$ cat src/rtl/busca_decod_if.sv
// Instruction-memory bus between the busca_decod core (master) and its memory (slave).
interface busca_decod_if;
  logic [7:0] mem_addr;
  logic       mem_req;
  logic       mem_ack;
  logic [7:0] mem_rdata;

  modport master (output mem_addr, output mem_req, input mem_ack, input mem_rdata);
  modport slave  (input mem_addr, input mem_req, output mem_ack, output mem_rdata);
endinterface

$ cat src/rtl/busca_decod.sv
// busca_decod: fetch/decode/execute control core for an 8-bit toy ISA.
// IR[7:4] opcode, IR[3:2] rs/rd, IR[1:0] rt. BEQ/JMP carry one target byte.
// Optional feature macro: BUSCA_DECOD_HALT_EN (opcode 1111 parks the core in PARADO;
// when undefined, 1111 is a NOP and halt stays 0).
module busca_decod (
  input  logic                clock,
  input  logic                reset,
  busca_decod_if.master       mem,
  input  logic                zero,
  output logic [1:0]          in1,
  output logic [1:0]          in2,
  output logic                inec,
  output logic                EscreveReg,
  output logic [1:0]          alu_op,
  output logic                halt
);

  localparam int unsigned AW = 8;
  localparam int unsigned DW = 8;

  localparam logic [2:0] BUSCA     = 3'd0;
  localparam logic [2:0] DECOD     = 3'd1;
  localparam logic [2:0] EXEC      = 3'd2;
  localparam logic [2:0] BUSCA_IMM = 3'd3;
  localparam logic [2:0] PARADO    = 3'd4;

  logic [2:0]    state_q, state_d;
  logic [AW-1:0] pc_q, pc_d;
  logic [DW-1:0] ir_q, ir_d;
  logic          taken_q, taken_d;
  logic          req_q, req_d;
  logic          wr_q, wr_d;
  logic          halt_q, halt_d;

  logic [3:0] opcode;
  logic       is_alu, is_beq, is_jmp, is_halt;

  assign opcode = ir_q[7:4];
  assign is_alu = (opcode[3:2] == 2'b00);
  assign is_beq = (opcode == 4'h4);
  assign is_jmp = (opcode == 4'h5);
`ifdef BUSCA_DECOD_HALT_EN
  assign is_halt = (opcode == 4'hF);
`else
  assign is_halt = 1'b0;
`endif

  // Next-state, PC/IR updates and next-cycle output values.
  always_comb begin
    state_d = state_q;
    pc_d    = pc_q;
    ir_d    = ir_q;
    taken_d = taken_q;
    case (state_q)
      BUSCA: begin
        if (mem.mem_ack) begin
          ir_d    = mem.mem_rdata;
          pc_d    = pc_q + AW'(1);
          state_d = DECOD;
        end
      end
      DECOD: state_d = EXEC;
      EXEC: begin
        if (is_alu) begin
          state_d = BUSCA;
        end else if (is_beq || is_jmp) begin
          taken_d = is_jmp || (is_beq && zero);
          state_d = BUSCA_IMM;
        end else if (is_halt) begin
          state_d = PARADO;
        end else begin
          state_d = BUSCA;
        end
      end
      BUSCA_IMM: begin
        if (mem.mem_ack) begin
          pc_d    = taken_q ? mem.mem_rdata : pc_q + AW'(1);
          state_d = BUSCA;
        end
      end
      PARADO:  state_d = PARADO;
      default: state_d = BUSCA;
    endcase
    req_d  = (state_d == BUSCA) || (state_d == BUSCA_IMM);
    wr_d   = (state_d == EXEC) && (ir_d[7:6] == 2'b00);
    halt_d = (state_d == PARADO);
  end

  // State, datapath and output registers; reset wins over every state.
  always_ff @(posedge clock) begin
    if (reset) begin
      state_q <= BUSCA;
      pc_q    <= '0;
      ir_q    <= '0;
      taken_q <= 1'b0;
      req_q   <= 1'b1;
      wr_q    <= 1'b0;
      halt_q  <= 1'b0;
    end else begin
      state_q <= state_d;
      pc_q    <= pc_d;
      ir_q    <= ir_d;
      taken_q <= taken_d;
      req_q   <= req_d;
      wr_q    <= wr_d;
      halt_q  <= halt_d;
    end
  end

  assign mem.mem_addr = pc_q;
  assign mem.mem_req  = req_q;
  assign in1          = ir_q[3:2];
  assign in2          = ir_q[1:0];
  assign inec         = ir_q[2];
  assign alu_op       = ir_q[5:4];
  // Write enable is masked by reset so no register write lands on a reset edge.
  assign EscreveReg   = wr_q & ~reset;
  assign halt         = halt_q;

endmodule
$ cat src/flat_wrapper.sv
// flat-port wrapper written by rule: the top's interface ports become plain ports
module busca_decod_flat 
  (clock, reset, zero, in1, in2, inec, EscreveReg, alu_op, halt, mem_mem_addr, mem_mem_req, mem_mem_ack, mem_mem_rdata);
  busca_decod_if mem_i ();
  input  logic clock;
  input  logic reset;
  input  logic zero;
  output logic [1:0] in1;
  output logic [1:0] in2;
  output logic inec;
  output logic EscreveReg;
  output logic [1:0] alu_op;
  output logic halt;
  output wire logic [$bits(mem_i.mem_addr)-1:0] mem_mem_addr;
  output wire logic [$bits(mem_i.mem_req)-1:0] mem_mem_req;
  input wire logic [$bits(mem_i.mem_ack)-1:0] mem_mem_ack;
  input wire logic [$bits(mem_i.mem_rdata)-1:0] mem_mem_rdata;
  assign mem_mem_addr = mem_i.mem_addr;
  assign mem_mem_req = mem_i.mem_req;
  assign mem_i.mem_ack = mem_mem_ack;
  assign mem_i.mem_rdata = mem_mem_rdata;
  busca_decod u_core (.clock(clock), .reset(reset), .mem(mem_i), .zero(zero), .in1(in1), .in2(in2), .inec(inec), .EscreveReg(EscreveReg), .alu_op(alu_op), .halt(halt));
endmodule
$ cat config.mk
export PLATFORM = sky130hd
export DESIGN_NAME = busca_decod_flat
export DESIGN_NICKNAME = d
export VERILOG_FILES = /design/src/rtl/busca_decod_if.sv /design/src/rtl/busca_decod.sv /design/src/flat_wrapper.sv
export SDC_FILE = /design/constraint.sdc
export NUM_CORES = 1
export LEC_CHECK = 0
export CORE_ASPECT_RATIO = 1.2
export CORE_MARGIN = 5
export CORE_UTILIZATION = 25
export DETAILED_ROUTE_END_ITERATION = 10
export GPL_ROUTABILITY_DRIVEN = 0
export PLACE_DENSITY_LB_ADDON = 0.12
export SLEW_MARGIN = 40
export SYNTH_ARGS = -nofsm -noshare
export SYNTH_HDL_FRONTEND = slang
export SYNTH_SLANG_ARGS = --single-unit
$ cat constraint.sdc
create_clock -name clock -period 1.49 [get_ports clock]
set_clock_uncertainty 0.1 [all_clocks]
set_input_delay 0.298 -clock clock [delete_from_list [all_inputs] [get_ports clock]]
set_output_delay 0.298 -clock clock [all_outputs]
set_load 0.02 [all_outputs]
==> results of run 1 <==
[worst max path at each step]
stage                     slack (ns)  cells after the start                endpoint                   start
final                           0.05                      1         mem_mem_addr[2]  u_core.mem.mem_addr[2]
after global routing           -0.02                      5  u_core.mem.mem_addr[0]       u_core.state_q[0]
after CTS                       0.01                      4             u_core.wr_q       u_core.state_q[0]
after detailed placement       -0.37                      5             u_core.wr_q             mem_mem_ack
after global placement         -0.36                      3              EscreveReg                   reset
after floorplan                 0.07                      4             u_core.wr_q       u_core.state_q[0]
[state kept, by name (all words and copies together), names as in the netlist]
signal and flops:
u_core.ir_q 8, u_core.halt 1, u_core.wr_q 1, u_core.state_q 3
u_core.mem.mem_addr 8, u_core.mem.mem_req 1, u_core.taken_q 1
[repair_timing]
item | CTS | global route
gates cloned | 0 | 0
gates resized for setup | 24 | 12
hold buffers | 0 | 0
pin swaps | 2 | 3
endpoints found under the setup margin | 31 | 15
endpoints found under the hold margin | 0 | 0
buffers inserted | 2 | 0
[routing by layer]
| metal | track usage | vias to the layer above | share of wire |
|---|---|---|---|
| li1 | - | 563 | - |
| met1 | 0.128 | 526 | 0.44 |
| met2 | 0.173 | 13 | 0.51 |
| met3 | 0.0225 | 2 | 0.038 |
| met4 | 0.0403 | 0 | 0.0077 |
| met5 | 0 | - | 0 |
[kinds of logic (layout without fill, tap and decap cells)]
kind of cell | after synthesis | count (layout) | share of synthesized area
DFF | 23 | 23 | 0.392
muxes | 1 | 1 | 0.00853
adders and majority gates | 1 | 1 | 0.0107
AOI/OAI and AO/OA | 37 | 37 | 0.191
xor gates and xnor gates | 1 | 1 | 0.0139
buffers and inverters | 17 | 53 | 0.0949
and+or+nand+nor | 61 | 61 | 0.289
[layout by cell type (no fill, tap or decap), types with 3 or more instances in the layout]
master           count
clkdlybuf4s50_1     10
o21ai_0              6
nor3_1               4
or3_1                3
buf_4               15
nand2b_1             3
dfxtp_2              3
a21oi_1             17
nor2_1               5
nand3_1              4
clkbuf_8             3
nand2_1             21
dfxtp_1             18
inv_1                3
dlygate4sd2_1       18
[area by class of cell]
| class | count | area [sq um] |
|---|---|---|
| Clock buffer | 4 | 45.0 |
| Fill cell | 481 | 2890 |
| Inverter | 3 | 11.3 |
| Multi-Input combinational cell | 101 | 652 |
| Sequential cell | 23 | 472 |
| Tap cell | 58 | 72.6 |
| Timing Repair Buffer | 46 | 415 |
[per-stage QoR]
stage | total power, uW | cell area, sq um | hold slack, ns | util | worst slack, ns
after floorplan | 824 | 1180 | 0.334 | - | 0.0694
after global routing | 1410 | 1670 | 0.397 | 0.366 | -0.0213
after global placement | 943 | 1560 | 0.350 | 0.343 | -0.363
final | 1320 | 1670 | 0.359 | 0.366 | 0.0457
after CTS | 1330 | 1610 | 0.365 | 0.354 | 0.0107
after detailed placement | 944 | 1560 | 0.357 | 0.343 | -0.367
[worst register-to-register path, stage by stage, from the launching register on]
cell and delay (ns):
dfxtp_4 0.37, or3b_4 0.41, nor2_4 0.12, mux2i_1 0.21
and3_1 0.17
[where the power goes]
| part | internal, uW | leakage, uW | switching (uW) |
|---|---|---|---|
| Sequential | 642 | 0.000190 | 27.1 |
| Combinational | 138 | 0.000457 | 132 |
| Clock | 190 | 0.0000228 | 189 |
==> results.md, run 1 <==
- Number of standard-cell rows in the floorplan: 27
- Highest attainable clock frequency: 0.692 GHz
- Top cell type's share of synthesized area: 0.392
- Antenna fix cells: 0
- Total instance count after detailed placement: 229
- Dominant register cell in the synthesized netlist: dfxtp_1
- Overall track demand over capacity in global routing: 0.104
- Clock tree from TritonCTS: yes
- Die Area: 0.00617 sq mm
- Path type of the worst setup path: flip-flop to primary output
- Count of state elements after synthesis: 23
- Via count of the first global-routing pass: 1106
- Drt pass-1 iters: 4
- Normalized max-slew margin: 0.803
- Number of nets with antenna violations after detailed routing: 0
- Critical Path RT: 1.09 ns
- Time the final worst path needs with I/O delays and setup: 1.44 ns
- Root buffer cell: clkbuf_8
- Hold endpoint: u_core.ir_q[3]
- Die Y: 85.1 microns
- Post-Syn Instances: 141
- Number of failing setup endpoints in the final timing report: 0
- Number of nets in the layout: 191
- Number of cells on the worst reg-to-reg path: 4
- Actual slew at the worst max-slew pin: 0.295 ns
- Net Count, Synth: 154
- Clk Latency, worst-skew pair: 0.26 ns
- Crit path max fanout: 6
- Dominant cell by count in the synthesized netlist: dfxtp_1
- Remaining global-route overflow: 0
- Number of buffer and inverter stages on the critical path: 1
- Number of buffers inserted during clock tree synthesis: 3
- Worst Path Arrival: 1.05 ns
- Largest voltage drop on the vdd net: 0.333 mV
- Post-Syn Area: 0.00117 sq mm
- P per Cell Area: 791 mW/mm^2
- TritonCTS sink count: 23
- Worst r2r dst: u_core.wr_q
- Average footprint of a synthesized cell: 8.32 sq um
- Final Hold Viols: 0
- Post-CTS clock slew at the launch and capture registers of the worst setup and hold paths: 0.08 ns
- R2R Setup Slk: 0.05 ns
- Cell-by-cell trace of the critical path: dlygate4sd2_1
- Yosys cell types: 41
- Startpoint of the worst register-to-register path: u_core.state_q[0]
- Global-route wire length before repair: 5190 microns
- TNS Setup: 0 ns
- DRC violation count after routing: 0
- Initial Util: 0.257
- Final routed wire length divided by cell count: 12.7 microns
- List of most frequent post-synthesis cells: dfxtp_1, nand2_1, a21oi_1
- Final wirelength: 2980 microns
- Fin crit share: 0.969
- Crit path capture type: primary output
- Number of placed I/O pins: 30
- Max-cap check violation count: 0
- Share of layout cells above drive strength 1: 0.237
- Crit path max-delay cell type: dfxtp_1
- Largest stage delay, worst path: 0.43 ns
- Final HPWL DP: 2330 microns
- Initial antenna violation count: 0
- Fraction of registers with async set/reset: 0
- Hold Crit Class: flip-flop to flip-flop
- Pin count of the biggest net entering global routing: 27
- CP top delay family: flip-flops
- Violation count after the first detailed-routing iteration: 49
- Post-route non-filler standard cell count: 235
- Die X: 72.5 microns
- Layout area overhead: 42.1%
- Area contributors post-synth: dfxtp_1, a21oi_1, nand2_1
- Worst setup SP type: flip-flop
- Number of H-tree branching levels: 1
- Std-Cell Core Area: 0.00456 sq mm
- Via count normalized by instance count: 4.70
- Deepest clock path buffer count: 2
- Number of pins with negative max-slew slack in the final report: 0
- Leakage component of the power: 0.000670 uW
- Post-synth EDFFs: 0
- I/O Buffers: 29
- Portion of the post-synthesis area used by sequential elements: 0.392
- RSZ-0062 raised after global routing: yes
- Largest area contributor in the netlist: dfxtp_1
- Startpoint of the lowest-slack hold path: u_core.ir_q[3]
- Number of warnings reported in the yosys synthesis log: 0
- Cells on Worst Hold Path: 2
- Via count: 1104
- Outcome: finished clean
Power figures use the tool's default switching activity.
==> run 2, diff against run 1 <==
- SETUP_SLACK_MARGIN: default -> 0.1
==> results.md, run 2 (synthesis results as in run 1) <==
- Overall track demand over capacity in global routing: 0.106 (was 0.104)
- Path type of the worst setup path: flip-flop to flip-flop (was flip-flop to primary output)
- R2R Setup Slk: 0.02 ns (was 0.05 ns)
- Clk Latency, worst-skew pair: 0.27 ns (was 0.26 ns)
- Final HPWL DP: 2330 microns (about the same)
- Most frequent standard cell in the layout excluding fill and tap cells: buf_4 (was nand2_1)
- DRC violation count after routing: 0 (unchanged)
- Number of pins with negative max-slew slack in the final report: 0 (unchanged)
- Time the final worst path needs with I/O delays and setup: 1.47 ns (was 1.44 ns)
- Number of H-tree branching levels: 1 (unchanged)
- Post-Place Cell Area: 0.00155 sq mm (was 0.00156 sq mm)
- Initial Util: 0.257 (unchanged)
- Via count normalized by instance count: 4.76 (was 4.70)
- Final wirelength: 3200 microns (was 2980 microns)
- Clock tree from TritonCTS: yes (unchanged)
- Std-Cell Core Area: 0.00456 sq mm (unchanged)
- Outcome: finished clean (unchanged)
- Max-cap check violation count: 0 (unchanged)
- Leakage component of the power: 0.000727 uW (was 0.000670 uW)
- TNS Setup: 0 ns (unchanged)
- Crit path max-delay cell type: or3b_4 (was dfxtp_1)
- Area of all placed cells without fillers: 0.00184 sq mm (was 0.00167 sq mm)
- Via count: 1152 (was 1104)
- Cell-by-cell trace of the critical path: or3b_4, nor2_4, mux2i_1, and3_1 (was dlygate4sd2_1)
- Crit path capture type: flip-flop (was primary output)
- Hold Crit Class: flip-flop to flip-flop (unchanged)
- Largest voltage drop on the vdd net: 0.324 mV (was 0.333 mV)
- Global-route wire length before repair: 5290 microns (was 5190 microns)
- Number of buffers inserted during clock tree synthesis: 3 (unchanged)
- Number of nets with antenna violations after detailed routing: 0 (unchanged)
- Number of buffer and inverter stages on the critical path: 0 (was 1)
- Deepest clock path buffer count: 2 (unchanged)
- Post-CTS clock slew at the launch and capture registers of the worst setup and hold paths: 0.09 ns (was 0.08 ns)
- Die Area: 0.00617 sq mm (unchanged)
- Worst Path Arrival: 1.58 ns (was 1.05 ns)
- Number of failing setup endpoints in the final timing report: 0 (unchanged)
- Pin count of the biggest net entering global routing: 27 (unchanged)
- RSZ-0062 raised after global routing: yes (unchanged)
- Area used by multi-input combinational logic: 772 sq um (was 652 sq um)
- Final routed wire length divided by cell count: 13.2 microns (was 12.7 microns)
- CP top delay family: simple AND/OR/NAND/NOR gates (was flip-flops)
- Number of nets in the layout: 198 (was 191)
- Fin crit share: 0.986 (was 0.969)
- Violation count after the first detailed-routing iteration: 57 (was 49)
- Number of standard-cell rows in the floorplan: 27 (unchanged)
- Die X: 72.5 microns (unchanged)
- Reg area: 488 sq um (was 472 sq um)
- Highest attainable clock frequency: 0.681 GHz (was 0.692 GHz)
- Final Hold Viols: 0 (unchanged)
- Normalized max-slew margin: 0.761 (was 0.803)
- Root buffer cell: clkbuf_8 (unchanged)
- Drt pass-1 iters: 4 (unchanged)
- Number of placed I/O pins: 30 (unchanged)
- I/O Buffers: 29 (unchanged)
- Antenna fix cells: 0 (unchanged)
- Number of fillers in the final layout: 472 (was 481)
- Worst setup SP type: flip-flop (unchanged)
- Die Y: 85.1 microns (unchanged)
- TritonCTS sink count: 23 (unchanged)
- Commonest cells after routing, fill and taps aside: buf_4, nand2_1, dfxtp_1 (was nand2_1, dlygate4sd2_1, dfxtp_1)
- P per Cell Area: 736 mW/mm^2 (was 791 mW/mm^2)
- Crit path max fanout: 5 (was 6)
- Largest stage delay, worst path: 0.41 ns (was 0.43 ns)
- Initial antenna violation count: 0 (unchanged)
- Via count of the first global-routing pass: 1155 (was 1106)
- Critical Path RT: 1.60 ns (was 1.09 ns)
- Layout area overhead: 56.8% (was 42.1%)
- Share of layout cells above drive strength 1: 0.467 (was 0.237)
- Actual slew at the worst max-slew pin: 0.359 ns (was 0.295 ns)
- Remaining global-route overflow: 0 (unchanged)
==> run 2: what timing repair did <==
action / in CTS / in global routing
setup endpoints to repair: 37 / 30
hold buffers: 0 / 0
setup buffers: 3 / 6
pin swaps: 5 / 18
gates resized for setup: 45 / 60
==> run 2: cell type report <==
class                      instances  share of cell area
clock buffer                       3              0.0224
multi-input combinational        101               0.419
inverter                           3             0.00612
sequential                        23               0.265
clock inverter                     1             0.00272
timing repair buffer              53               0.245
tap                               58              0.0394
==> run 2: worst paths after layout <==
check	from	endpoint	cells past startpoint
max	u_core.state_q[0]	u_core.wr_q	4
min	u_core.ir_q[1]	u_core.ir_q[1]	2
max reg2reg	u_core.state_q[0]	u_core.wr_q	4
min reg2reg	u_core.ir_q[1]	u_core.ir_q[1]	2
==> run 2: metal layers <==
metal	track usage	share of wire	vias to the layer above
met1	0.128	0.45	559
li1	-	-	576
met5	0	0	-
met4	0.0386	0.0078	0
met3	0.0237	0.042	2
met2	0.181	0.50	15
==> run 2: power breakdown <==
group          switching, uW  internal (uW)  leakage (uW)
clock network            211            187     0.0000255
logic                    149            145      0.000508
registers               28.2            636      0.000193
total                    388            968      0.000727
==> run 2: tightest hold or removal path: cells and delay by family, from the launching register on <==
family          cells  cell delay, ns
compound gates      1            0.04
flops               1            0.32
simple gates        1            0.07
==> run 2: metrics by stage <==
stage	setup slack [ns]	hold slack (ns)	utilization	total power, uW	cells
floorplan	0.0725	0.334	-	825	141
global placement	-0.391	0.347	0.341	945	229
detailed placement	-0.401	0.351	0.341	947	229
CTS	0.0219	0.361	0.362	1340	236
global route	-0.0469	0.395	0.404	1440	242
finish	0.0207	0.364	0.404	1360	242
